File: config.mk
export PLATFORM = sky130hd
export DESIGN_NAME = hilo_reg
export DESIGN_NICKNAME = d
export VERILOG_FILES = /design/src/rtl/hilo_pkg.sv /design/src/rtl/hilo_seq_ctrl.sv /design/src/rtl/hilo_reg.sv
export SDC_FILE = /design/constraint.sdc
export NUM_CORES = 1
export LEC_CHECK = 0
export CAP_MARGIN = 20
export CORE_ASPECT_RATIO = 0.75
export CORE_MARGIN = 2
export CORE_UTILIZATION = 47
export DETAILED_ROUTE_END_ITERATION = 10
export PLACE_DENSITY = 0.77
export SLEW_MARGIN = 15
export SYNTH_ARGS = -nofsm -noshare
export SYNTH_HDL_FRONTEND = slang
export SYNTH_SLANG_ARGS = --single-unit
File: constraint.sdc
create_clock -name clk -period 1.9 [get_ports clk]
set_clock_uncertainty 0.2 [all_clocks]
set_input_delay 0.475 -clock clk [delete_from_list [all_inputs] [get_ports clk]]
set_output_delay 0.475 -clock clk [all_outputs]
set_load 0.005 [all_outputs]
File: src/rtl/hilo_pkg.sv
// Shared funct codes and controller state encoding for the HI/LO register block.
package hilo_pkg;

  localparam logic [5:0] MULTU = 6'b011001;
  localparam logic [5:0] MFHI  = 6'b010000;
  localparam logic [5:0] MFLO  = 6'b010010;
  localparam logic [5:0] MTHI  = 6'b010001;
  localparam logic [5:0] MTLO  = 6'b010011;

  typedef enum logic {
    IDLE = 1'b0,
    MUL  = 1'b1
  } state_e;

  function automatic logic is_read(input logic [5:0] funct);
    return (funct == MFHI) || (funct == MFLO);
  endfunction

endpackage

File: src/rtl/hilo_seq_ctrl.sv
// Multiply sequencer: IDLE/MUL FSM, step counter and the MULTU re-arm flag.
module hilo_seq_ctrl
  import hilo_pkg::*;
#(
  parameter int unsigned MULT_CYCLES = 32
) (
  input  logic       clk,
  input  logic       rst_n,
  input  logic [5:0] signal_i,
  output logic       busy_o,
  output logic       mul_start_o,
  output logic       capture_o
);

  localparam logic [5:0] LAST_STEP = 6'(MULT_CYCLES);

  state_e     state_q, state_d;
  logic [5:0] cnt_q, cnt_d;
  logic       arm_q, arm_d;

  // NOTE: sequential state uses non-blocking assignments so every register
  // samples the pre-edge values, independent of block ordering.
  always_ff @(posedge clk or negedge rst_n) begin
    if (!rst_n) begin
      state_q <= IDLE;
      cnt_q   <= '0;
      arm_q   <= 1'b1;
    end else begin
      state_q <= state_d;
      cnt_q   <= cnt_d;
      arm_q   <= arm_d;
    end
  end

  // NOTE: every signal driven here gets a default first, so no path through
  // the case can leave it unassigned and infer a latch.
  always_comb begin
    state_d = state_q;
    cnt_d   = cnt_q;
    arm_d   = arm_q | (signal_i != MULTU);
    case (state_q)
      IDLE: begin
        if (arm_q && (signal_i == MULTU)) begin
          state_d = MUL;
          cnt_d   = '0;
          arm_d   = 1'b0;
        end
      end
      MUL: begin
        if (cnt_q == LAST_STEP) begin
          state_d = IDLE;
          cnt_d   = '0;
        end else begin
          cnt_d = cnt_q + 6'd1;
        end
      end
      default: state_d = IDLE;
    endcase
  end

  always_comb begin
    busy_o      = (state_q == MUL);
    mul_start_o = (state_q == MUL) && (cnt_q == '0);
    capture_o   = (state_q == MUL) && (cnt_q == LAST_STEP);
  end

endmodule

File: src/rtl/hilo_reg.sv
// HI/LO register file with registered MFHI/MFLO reads and a multiply sequencer.
// Optional macro HILO_MTHI_EN enables the MTHI/MTLO writes in IDLE.
module hilo_reg
  import hilo_pkg::*;
#(
  parameter int unsigned MULT_CYCLES = 32
) (
  input  logic        clk,
  input  logic        reset,
  input  logic [5:0]  Signal,
  input  logic [63:0] dataIn,
  output logic        mulStart,
  output logic        busy,
  output logic [31:0] dataOut,
  output logic        dataValid
);

  logic        capture;
  logic [31:0] hi_q, hi_d, lo_q, lo_d;
  logic [31:0] data_out_q, data_out_d;
  logic        data_valid_q, data_valid_d;
  logic        pend_valid_q, pend_valid_d;
  logic        pend_hi_q, pend_hi_d;
  logic        rd_req, rd_hi, serve_hi;

  hilo_seq_ctrl #(
    .MULT_CYCLES(MULT_CYCLES)
  ) u_seq_ctrl (
    .clk        (clk),
    .rst_n      (reset),
    .signal_i   (Signal),
    .busy_o     (busy),
    .mul_start_o(mulStart),
    .capture_o  (capture)
  );

  assign rd_req   = is_read(Signal);
  assign rd_hi    = (Signal == MFHI);
  // A read arriving on the capture cycle is the latest request and wins.
  assign serve_hi = rd_req ? rd_hi : pend_hi_q;

  always_comb begin
    hi_d         = hi_q;
    lo_d         = lo_q;
    data_out_d   = data_out_q;
    data_valid_d = 1'b0;
    pend_valid_d = pend_valid_q;
    pend_hi_d    = pend_hi_q;
    if (capture) begin
      hi_d         = dataIn[63:32];
      lo_d         = dataIn[31:0];
      pend_valid_d = 1'b0;
      if (rd_req || pend_valid_q) begin
        data_valid_d = 1'b1;
        data_out_d   = serve_hi ? dataIn[63:32] : dataIn[31:0];
      end
    end else if (busy) begin
      if (rd_req) begin
        pend_valid_d = 1'b1;
        pend_hi_d    = rd_hi;
      end
    end else begin
      if (rd_req) begin
        data_valid_d = 1'b1;
        data_out_d   = rd_hi ? hi_q : lo_q;
      end
`ifdef HILO_MTHI_EN
      if (Signal == MTHI) begin
        hi_d = dataIn[31:0];
      end else if (Signal == MTLO) begin
        lo_d = dataIn[31:0];
      end
`endif
    end
  end

  // NOTE: HI/LO are two flat registers, not a memory array, so they take a
  // reset value like any other state.
  always_ff @(posedge clk or negedge reset) begin
    if (!reset) begin
      hi_q         <= '0;
      lo_q         <= '0;
      data_out_q   <= '0;
      data_valid_q <= 1'b0;
      pend_valid_q <= 1'b0;
      pend_hi_q    <= 1'b0;
    end else begin
      hi_q         <= hi_d;
      lo_q         <= lo_d;
      data_out_q   <= data_out_d;
      data_valid_q <= data_valid_d;
      pend_valid_q <= pend_valid_d;
      pend_hi_q    <= pend_hi_d;
    end
  end

  assign dataOut   = data_out_q;
  assign dataValid = data_valid_q;

endmodule

# After elaboration in Yosys (flattened, before gate mapping)

Cells that the tools add are included.

$add $sub $neg: 1
Eq/ne operators: 8
Mux-type cells: 22
Bitwise logic cells: 3
Reduce and logical (&&, ||, !) cells: 11

Operator list:

| kind                                                                  | number |
|---|---|
| 32-bit 2-to-1 mux                                                     | 6 |
| 6-bit by 5-bit equality test with 1-bit output, second input constant | 3 |
| 1-bit 2-to-1 mux                                                      | 12 |
| 6-bit 2-to-1 mux                                                      | 2 |
| 6-bit one-hot mux with 2 select lines                                 | 1 |
| 6-bit by 1-bit adder with 6-bit output, second input constant         | 1 |
| 6-bit equality test, second input constant                            | 1 |
| 6-bit logical NOT                                                     | 1 |
| 6-bit by 5-bit != test with 1-bit output, second input constant       | 1 |
| 2-bit by 1-bit != test with 1-bit output, second input constant       | 2 |
| 2-bit AND reduction                                                   | 2 |
| 2-bit nonzero test                                                    | 2 |
| 1-bit logical AND                                                     | 3 |
| 3-bit AND reduction                                                   | 1 |
| 1-bit logical OR                                                      | 2 |
| 2-bit != test, second input constant                                  | 1 |
| 1-bit NOT                                                             | 2 |
| 1-bit one-hot mux with 2 select lines                                 | 1 |
| 1-bit OR                                                              | 1 |

Bits in registers: 107
Output and inout bits: 35
Word-level logic and storage cells: 54

# Logic depth before layout (Yosys ltp)

Gate-level depths: netlist of the first run.

Word-level depth: 6
Mapped depth: 9
Depth with buffers taken out: 8

# Hierarchy

From an unflattened synthesis of the first run, not the netlist that was laid out.

Cells, all modules: 422
Area, all modules: 5208.7 um^2

Modules (own cells, without submodules):

| module        | times used | cells an instance | area an instance (um^2) | sequential area each (um^2) |
|---|---|---|---|---|
| hilo_reg      | 1          | 377               | 4735.8                  | 2477.4 |
| hilo_seq_ctrl | 1          | 45                | 473.0                   | 201.4 |

# Least setup slack after synthesis of the first run

No wires, ideal clock.

Path kind: input port to flip-flop
Start: input Signal[1]
End: register data_out_q[30] (netlist: dataOut[30])
Arrival: 1.772 ns
Data required time: 1.570 ns
Path slack: -0.201 ns
Stages on the path: 7
Buffers on the path: 2
Path through: nor4b_4 and2_1 buf_2 buf_4 mux2_1 o32ai_1 a31oi_1

Longest elaborated chain between the ends: 6
Elaborated cells between the ends (all ways): 14

Ends and longest elaborated chain:

| element                                                                  | RTL line                       | text |
|---|---|---|
| start, declared                                                          | hilo_reg.sv:10                 | `input logic [5:0] Signal,` |
| 6-bit by 5-bit equality test with 1-bit output, on equally long branches | hilo_pkg.sv:16, hilo_reg.sv:38 |  |
| 1-bit logical OR                                                         | hilo_pkg.sv:16                 | `return (funct == MFHI) \|\| (funct == MFLO);` |
| 1-bit 2-to-1 mux                                                         | n/a                            |  |
| 32-bit 2-to-1 mux                                                        | hilo_reg.sv:55                 | `data_out_d = serve_hi ? dataIn[63:32] : dataIn[31:0];` |
| 32-bit 2-to-1 mux                                                        | hilo_reg.sv:53                 | `if (rd_req \|\| pend_valid_q) begin` |
| 32-bit 2-to-1 mux                                                        | hilo_reg.sv:49                 | `if (capture) begin` |
| end signal, assigned                                                     | hilo_reg.sv:90                 | `data_out_q <= data_out_d;` |
| end, declared                                                            | hilo_reg.sv:20                 | `logic [31:0] data_out_q, data_out_d;` |

Several ways; a longest one is shown, not always the timed one. The select of a mux whose other input is x is not followed.
A chain may end at the register's enable or synchronous reset.

# Worst setup path after layout of the first run

Start: register u_seq_ctrl.cnt_q[1]
End: register data_out_q[26] (netlist: dataOut[26])

Longest elaborated chain between the ends: 4
Elaborated cells between the ends (all ways): 7

Ends and longest elaborated chain:

| element                                                                    | RTL line            | text |
|---|---|---|
| start, declared                                                            | hilo_seq_ctrl.sv:18 | `logic [5:0] cnt_q, cnt_d;` |
| start signal, assigned                                                     | hilo_seq_ctrl.sv:30 | `cnt_q <= cnt_d;` |
| 6-bit equality test *                                                      | hilo_seq_ctrl.sv:64 | `capture_o = (state_q == MUL) && (cnt_q == LAST_STEP);` |
| 1-bit logical AND *                                                        | hilo_seq_ctrl.sv:64 |  |
| 2-bit by 1-bit != test with 1-bit output (no line) (tied with other cells) | n/a                 |  |
| 3-bit AND reduction (no line)                                              | n/a                 |  |

Mark *: on every way between the ends. The rest lies on a longest branch, timed or not.

==> flow_metrics.env, run 1 <==
export IMPL_outcome="complete, but fails checks"
export IMPL_violations="negative setup slack"
export IMPL_critical_path_max_stage_delay_ns=0.40
export IMPL_synthCells=581
export IMPL_die_area_sq_um=12160
export IMPL_ys_seq_area_share_pct=50.52
export IMPL_drt_first_pass_iters=8
export IMPL_wl_per_cell_um=22.27
export IMPL_layoutNonFillerInstCount=932
export IMPL_slowest_stage="dfrtp_1"
export IMPL_cp_max_fo=8
export IMPL_rows=33
export IMPL_vias_per_cell=6.139
export IMPL_ir_drop_mv=0.6454
export IMPL_dp_hpwl_um=9740
export IMPL_die_h_um=95.99
export IMPL_drive_gt1_share_pct=41.04
export IMPL_synthTopCellsByArea="dfrtp_1 50%, nand2_1 16%, o31ai_2 5.9%, a21o_1 4.2%, a31oi_1 3.9%"
export IMPL_hold_path_class="flop to flop"
export IMPL_drv_cap=0
export IMPL_n_antenna_cell=0
export IMPL_numCtsBuffers=9
export IMPL_core_sq_um=10940
export IMPL_grt_pass1_vias=5103
export IMPL_ios=107
export IMPL_cts_root_buffer="clkbuf_16"
export IMPL_cp_num_buf_inv=3
export IMPL_wl_um=20750
export IMPL_dieWidth_um=126.7
export IMPL_ant_nets=0
export IMPL_syn_nets=655
export IMPL_cts_tree="done"
export IMPL_ys_types=36
export IMPL_fin_nets=861
export IMPL_syn_area_sq_um=5303
export IMPL_hold_viol_final=0
export IMPL_synth_edff_count=0
export IMPL_drt_initial_drc_count=461
export IMPL_ys_ff_latch=107
export IMPL_start_kind="flop"
export IMPL_cp_required_ns=1.95
export IMPL_fin_crit_ns=2.361
export IMPL_wl_met2_um=9924
export IMPL_area_growth_pct=69.23
export IMPL_finalCritPeriodShare_pct=124.2
export IMPL_wl_met3_um=1824
export IMPL_initial_core_util_pct=48.46
export IMPL_highest_layer="met4"
export IMPL_setup_violations_final=103
export IMPL_synth_flop_cell="dfrtp_1"
export IMPL_num_vias=5722
export IMPL_synth_area_per_cell_sq_um=9.127
export IMPL_dp_cells=851
export IMPL_leakage_nw=4.338
export IMPL_end_kind="flop"
export IMPL_yosys_warnings=0
export IMPL_worst_slew_pin_slew_ns=0.6341
export IMPL_antenna_found_initial=0
export IMPL_cts_sinks=107
export IMPL_setup_slack_ns=-0.4606
export IMPL_htree_levels=3
export IMPL_cp_cell_sequence="inv_2, ha_4, nor4b_4, buf_6, nand3_4, buf_12, a31oi_1, a21boi_4, o31ai_4"
export IMPL_port_buffers=106
export IMPL_slew_violations=0
export IMPL_post_place_ws_ns=-0.6597
export IMPL_async_reset_ff_share_pct=100.0
export IMPL_rsz0062_at_grt="true"
export IMPL_power_density_nw_per_um2=1297
export IMPL_slew_headroom_pct=57.17
export IMPL_synth_largest_area_cell="dfrtp_1"
export IMPL_path_clk_slew_ns=0.08
export IMPL_insertion_delay_ns=0.36
export IMPL_drc=0
export IMPL_synth_top_area_share_pct=50.02
export IMPL_grt_pass1_wl_um=24980
export IMPL_cts_buffer_depth=2
export IMPL_whs_ns=0.2830
export IMPL_timing_fmax_mhz=423.6
export IMPL_m1WireLength_um=8134
export IMPL_critPathKind="flop to flop"
export IMPL_grt_ovfl_total=0
export IMPL_track_usage_pct=26.11
export IMPL_critPathArrivalTime_ns=2.41
export IMPL_path_delay_family="compound AO/OA/AOI/OAI gates"
export IMPL_grt_max_degree=31
export IMPL_gp_congestion=0.8243
-- placed cells by master, fill, tap and decap left out, drive strengths merged, types with 2 or more instances in the layout --
cell and count:
nor2 7, a21boi 30, mux2 3, nand2 230
clkbuf 22, and3 2, clkdlybuf4s50 71, a31oi 33
a21oi 31, nor4b 2, inv 5, clkinv 2
dfrtp 106, dlymetal6s2s 15, buf 123, a21o 31
dlygate4sd2 18, o31ai 30, mux2i 3, nand3 3
o21ai 8, o32ai 3, nand4 2, ha 2
-- final timing paths --
kind	slack (ns)	to	startpoint	cells past startpoint
setup reg to reg	-0.46	dataOut[26]	u_seq_ctrl.cnt_q[1]	9
hold / removal	0.28	hi_q[1]	hi_q[1]	2
min in group asynchronous	0.39	u_seq_ctrl.cnt_q[3]	reset	2
hold reg to reg	0.28	hi_q[1]	hi_q[1]	2
setup / recovery	-0.46	dataOut[26]	u_seq_ctrl.cnt_q[1]	9
max in group asynchronous	0.54	lo_q[15]	reset	3
-- state kept, by name, indices dropped and copies added, names as in the netlist --
name               count
pend_valid_q           1
pend_hi_q              1
u_seq_ctrl.busy_o      1
dataValid              1
hi_q                  32
u_seq_ctrl.arm_q       1
lo_q                  32
u_seq_ctrl.cnt_q       6
dataOut               32
-- worst register-to-register path: stages (launching register included) --
cell and delay, ns:
dfrtp_1 0.40, inv_2 0.08, ha_4 0.12, nor4b_4 0.24, buf_6 0.18, nand3_4 0.20
buf_12 0.23, a31oi_1 0.26, a21boi_4 0.26, o31ai_4 0.08
-- layout make-up --
| type | count | area, sq um |
|---|---|---|
| fill | 557 | 1968 |
| clock inverter | 3 | 47.55 |
| timing repair buffer | 237 | 2644 |
| inverter | 5 | 26.28 |
| sequential | 107 | 2679 |
| multi-input combinational | 427 | 3152 |
| tap | 140 | 175.2 |
| clock buffer | 13 | 250.2 |
-- where the power goes --
group | total, W | switching, W | internal [W]
combinational | 0.00556 | 0.00273 | 0.00283
sequential | 0.00411 | 0.000780 | 0.00333
clock | 0.00196 | 0.000897 | 0.00107
-- routing by layer --
| layer | GRT usage, % | vias up |
|---|---|---|
| met1 | 34.09 | 2828 |
| met4 | 10.07 | 0 |
| met5 | 0 | - |
| met2 | 42.74 | 393 |
| li1 | - | 2407 |
| met3 | 6.226 | 94 |
-- synth_stat cells, drive strengths merged, types with 2 or more instances --
| cell | instances |
|---|---|
| clkbuf | 6 |
| o32ai | 3 |
| a21oi | 31 |
| o31ai | 30 |
| buf | 38 |
| mux2 | 3 |
| o21ai | 8 |
| nand4 | 2 |
| nand2 | 230 |
| a21boi | 30 |
| nor4b | 2 |
| dfrtp | 106 |
| a31oi | 33 |
| nand3 | 3 |
| inv | 5 |
| a21o | 30 |
| nor2 | 7 |
| ha | 2 |
| mux2i | 3 |
-- cells by family (layout without fill, tap and decap cells) --
group | after synthesis | after routing | synth area share, %
simple gates | 247 | 248 | 18.55
compound gates | 169 | 170 | 23.93
flops | 107 | 107 | 50.52
buf+inv | 49 | 258 | 5.167
mux | 6 | 6 | 1.203
fa+ha+maj | 2 | 2 | 0.4718
xor+xnor | 1 | 1 | 0.1652
-- per-stage QoR --
stage          setup TNS [ns]  utilization [%]  instance area, sq um  power (W)
2_1_floorplan         -0.4600                -                  5394   0.005871
6_report               -21.86            82.01                  8974    0.01164
3_3_place_gp           -22.61            64.22                  7027   0.007545
4_1_cts                -16.73            70.61                  7726   0.009898
3_5_place_dp           -25.27            64.22                  7027   0.007732
5_1_grt                -29.40            82.01                  8974    0.01210
-- repair_timing --
item	in CTS	in global routing
cloned	5	14
endpoints found under the hold margin	20	0
endpoints found under the setup margin	111	123
pin swaps	5	70
setup buffers	25	28
gates resized for setup	52	213
hold buffers	1	0
(Power assumes the default switching activity.)
==> run 2, diff against run 1 <==
--- a/config.mk
+++ b/config.mk
@@ -11,6 +11,7 @@
 export CORE_UTILIZATION = 47
 export DETAILED_ROUTE_END_ITERATION = 10
 export PLACE_DENSITY = 0.77
+export RECOVER_POWER = 50
 export SLEW_MARGIN = 15
 export SYNTH_ARGS = -nofsm -noshare
 export SYNTH_HDL_FRONTEND = slang
==> run 2 against run 1 <==
The flow still finishes with violations (negative setup slack). Final cell count did not move. Non-clock buffer count is the same. Register-to-register slack hardly changed. Worst hold slack gained 0.0015 ns. Sequential power about the same. Die area did not move. Utilization shrank 0.39 points. Count of clock-buffer cells in the layout is the same. Critical path depth did not move. Combinational power about the same. Maximum frequency is 0.32% higher. Global-route usage stayed put.
==> flow_metrics.env, run 2 (synthesis gave the netlist of run 1 again) <==
export IMPL_outcome="complete, but fails checks"
export IMPL_violations="negative setup slack"
export IMPL_drv_cap=0
export IMPL_rows=33
export IMPL_area_growth_pct=68.43
export IMPL_path_delay_family="compound AO/OA/AOI/OAI gates"
export IMPL_critPathArrivalTime_ns=2.40
export IMPL_hold_path_end="dataOut[27]"
export IMPL_wl_um=20750
export IMPL_cts_sinks=107
export IMPL_reg2reg_to="dataOut[26]"
export IMPL_critPathKind="flop to flop"
export IMPL_num_vias=5703
export IMPL_track_usage_pct=26.11
export IMPL_multi_input_area_sq_um=3152
export IMPL_port_buffers=106
export IMPL_antenna_found_initial=0
export IMPL_fin_nets=861
export IMPL_leakage_nw=4.323
export IMPL_cts_tree="done"
export IMPL_vias_per_cell=6.119
export IMPL_wl_per_cell_um=22.26
export IMPL_end_kind="flop"
export IMPL_timing_rr_start="u_seq_ctrl.cnt_q[1]"
export IMPL_htree_levels=3
export IMPL_post_place_ws_ns=-0.6597
export IMPL_grt_ovfl_total=0
export IMPL_drive_gt1_share_pct=41.04
export IMPL_hold_depth=2
export IMPL_n_antenna_cell=0
export IMPL_die_area_sq_um=12160
export IMPL_dieWidth_um=126.7
export IMPL_grt_pass1_vias=5103
export IMPL_cp_num_buf_inv=3
export IMPL_ant_nets=0
export IMPL_core_sq_um=10940
export IMPL_path_clk_slew_ns=0.07
export IMPL_cts_root_buffer="clkbuf_16"
export IMPL_dp_hpwl_um=9740
export IMPL_ir_drop_mv=0.6394
export IMPL_seq_power_share_pct=35.3
export IMPL_r2r_cells=9
export IMPL_hold_viol_final=0
export IMPL_fin_crit_ns=2.353
export IMPL_slowest_stage="dfrtp_1"
export IMPL_cp_required_ns=1.95
export IMPL_drt_initial_drc_count=459
export IMPL_rsz0062_at_grt="true"
export IMPL_fillCellCount=564
export IMPL_hold_path_class="flop to flop"
export IMPL_layout_common_cells="156 x nand2_1, 106 x dfrtp_1, 71 x clkdlybuf4s50_1, 68 x nand2_2, 63 x buf_4"
export IMPL_die_h_um=95.99
export IMPL_setup_violations_final=103
export IMPL_numCtsBuffers=9
export IMPL_gp_congestion=0.8243
export IMPL_cp_max_fo=8
export IMPL_p_sw_share_pct=37.91
export IMPL_layout_commonest_cell="nand2_1"
export IMPL_worstHoldStart="dataOut[27]"
export IMPL_switching_power_w=0.004408
export IMPL_reg2reg_slack_ns=-0.45
export IMPL_start_kind="flop"
export IMPL_drc=0
export IMPL_finalCritPeriodShare_pct=123.8
export IMPL_timing_fmax_mhz=425.0
export IMPL_worst_slew_pin_slew_ns=0.7142
export IMPL_final_util_pct=81.62
export IMPL_fin_tns_setup_ns=-21.44
export IMPL_cp_cell_sequence="inv_2, ha_4, nor4b_4, buf_6, nand3_4, buf_12, a31oi_1, a21boi_4, o31ai_4"
export IMPL_p_clk_share_pct=16.9
export IMPL_internal_power_w=0.007220
export IMPL_slew_headroom_pct=52.39
export IMPL_initial_core_util_pct=48.46
export IMPL_ios=107
export IMPL_cts_buffer_depth=2
export IMPL_combPwrFrac_pct=47.8
export IMPL_drt_first_pass_iters=5
export IMPL_setup_slack_ns=-0.4530
export IMPL_whs_ns=0.2845
export IMPL_grt_pass1_wl_um=24980
export IMPL_slew_violations=0
export IMPL_power_density_nw_per_um2=1302
export IMPL_insertion_delay_ns=0.36
export IMPL_critical_path_max_stage_delay_ns=0.40
export IMPL_seqCellArea_sq_um=2679
export IMPL_grt_max_degree=31
-- run 2: cell types whose count changed in the layout (fill, tap and decap cells not counted) --
cell,previous run,this run
buf_12,15,12
clkbuf_2,0,2
buf_4,64,63
clkbuf_4,0,2
-- run 2: cell type report --
| class | count | area share (%) |
|---|---|---|
| clock inverter | 3 | 0.5324 |
| tap | 140 | 1.961 |
| clock buffer | 13 | 2.802 |
| timing repair buffer | 237 | 29.13 |
| sequential | 107 | 29.99 |
| multi-input combinational | 427 | 35.29 |
| inverter | 5 | 0.2942 |
-- run 2: power groups by stage --
| stage | Sequential [W] | Clock [W] | Combinational [W] |
|---|---|---|---|
| after global placement | 0.00391 | 0 | 0.00364 |
| after floorplan | 0.00388 | 0 | 0.00199 |
| after detailed placement | 0.00395 | 0 | 0.00378 |
| final | 0.00411 | 0.00196 | 0.00556 |
| after CTS | 0.00390 | 0.00194 | 0.00406 |
| after global routing | 0.00419 | 0.00203 | 0.00586 |
-- run 2: worst max path at each step --
stage / to / slack [ns] / start / cells after the start
after global routing: dataOut[26] / -0.49 / u_seq_ctrl.cnt_q[1] / 9
after CTS: mulStart / -0.28 / u_seq_ctrl.cnt_q[1] / 6
after floorplan: dataOut[30] / -0.17 / Signal[1] / 7
final: dataOut[26] / -0.45 / u_seq_ctrl.cnt_q[1] / 9
after global placement: dataOut[29] / -0.61 / Signal[1] / 7
after detailed placement: dataOut[29] / -0.66 / Signal[1] / 7
-- run 2: routing by layer --
layer	up-vias	GRT usage [%]	share of wire, %	routed length (um)
li1	2407	-	-	-
met1	2826	34.09	39	8120
met2	383	42.74	48	9972
met3	87	6.226	8.5	1757
met4	0	10.07	4.3	896
met5	-	0	0	0
-- run 2: repair_timing --
item	in CTS	in global routing
pin swaps	5	70
gates cloned	5	14
buffers inserted	25	28
hold endpoints to repair	20	0
hold buffers	1	0
setup endpoints to repair	111	123
gates resized for setup	52	213
-- run 2: stage by stage --
stage               power, W  area (sq um)  std cells
global placement    0.007545          7027        851
floorplan           0.005871          5394        581
detailed placement  0.007732          7027        851
CTS                 0.009898          7726        897
finish               0.01163          8931        932
global route         0.01209          8931        932
-- run 2: worst reg2reg max path, cell delays in order (launching register included) --
cell	delay, ns
dfrtp_1	0.40
inv_2	0.08
ha_4	0.12
nor4b_4	0.24
buf_6	0.18
nand3_4	0.20
buf_12	0.23
a31oi_1	0.25
a21boi_4	0.26
o31ai_4	0.08
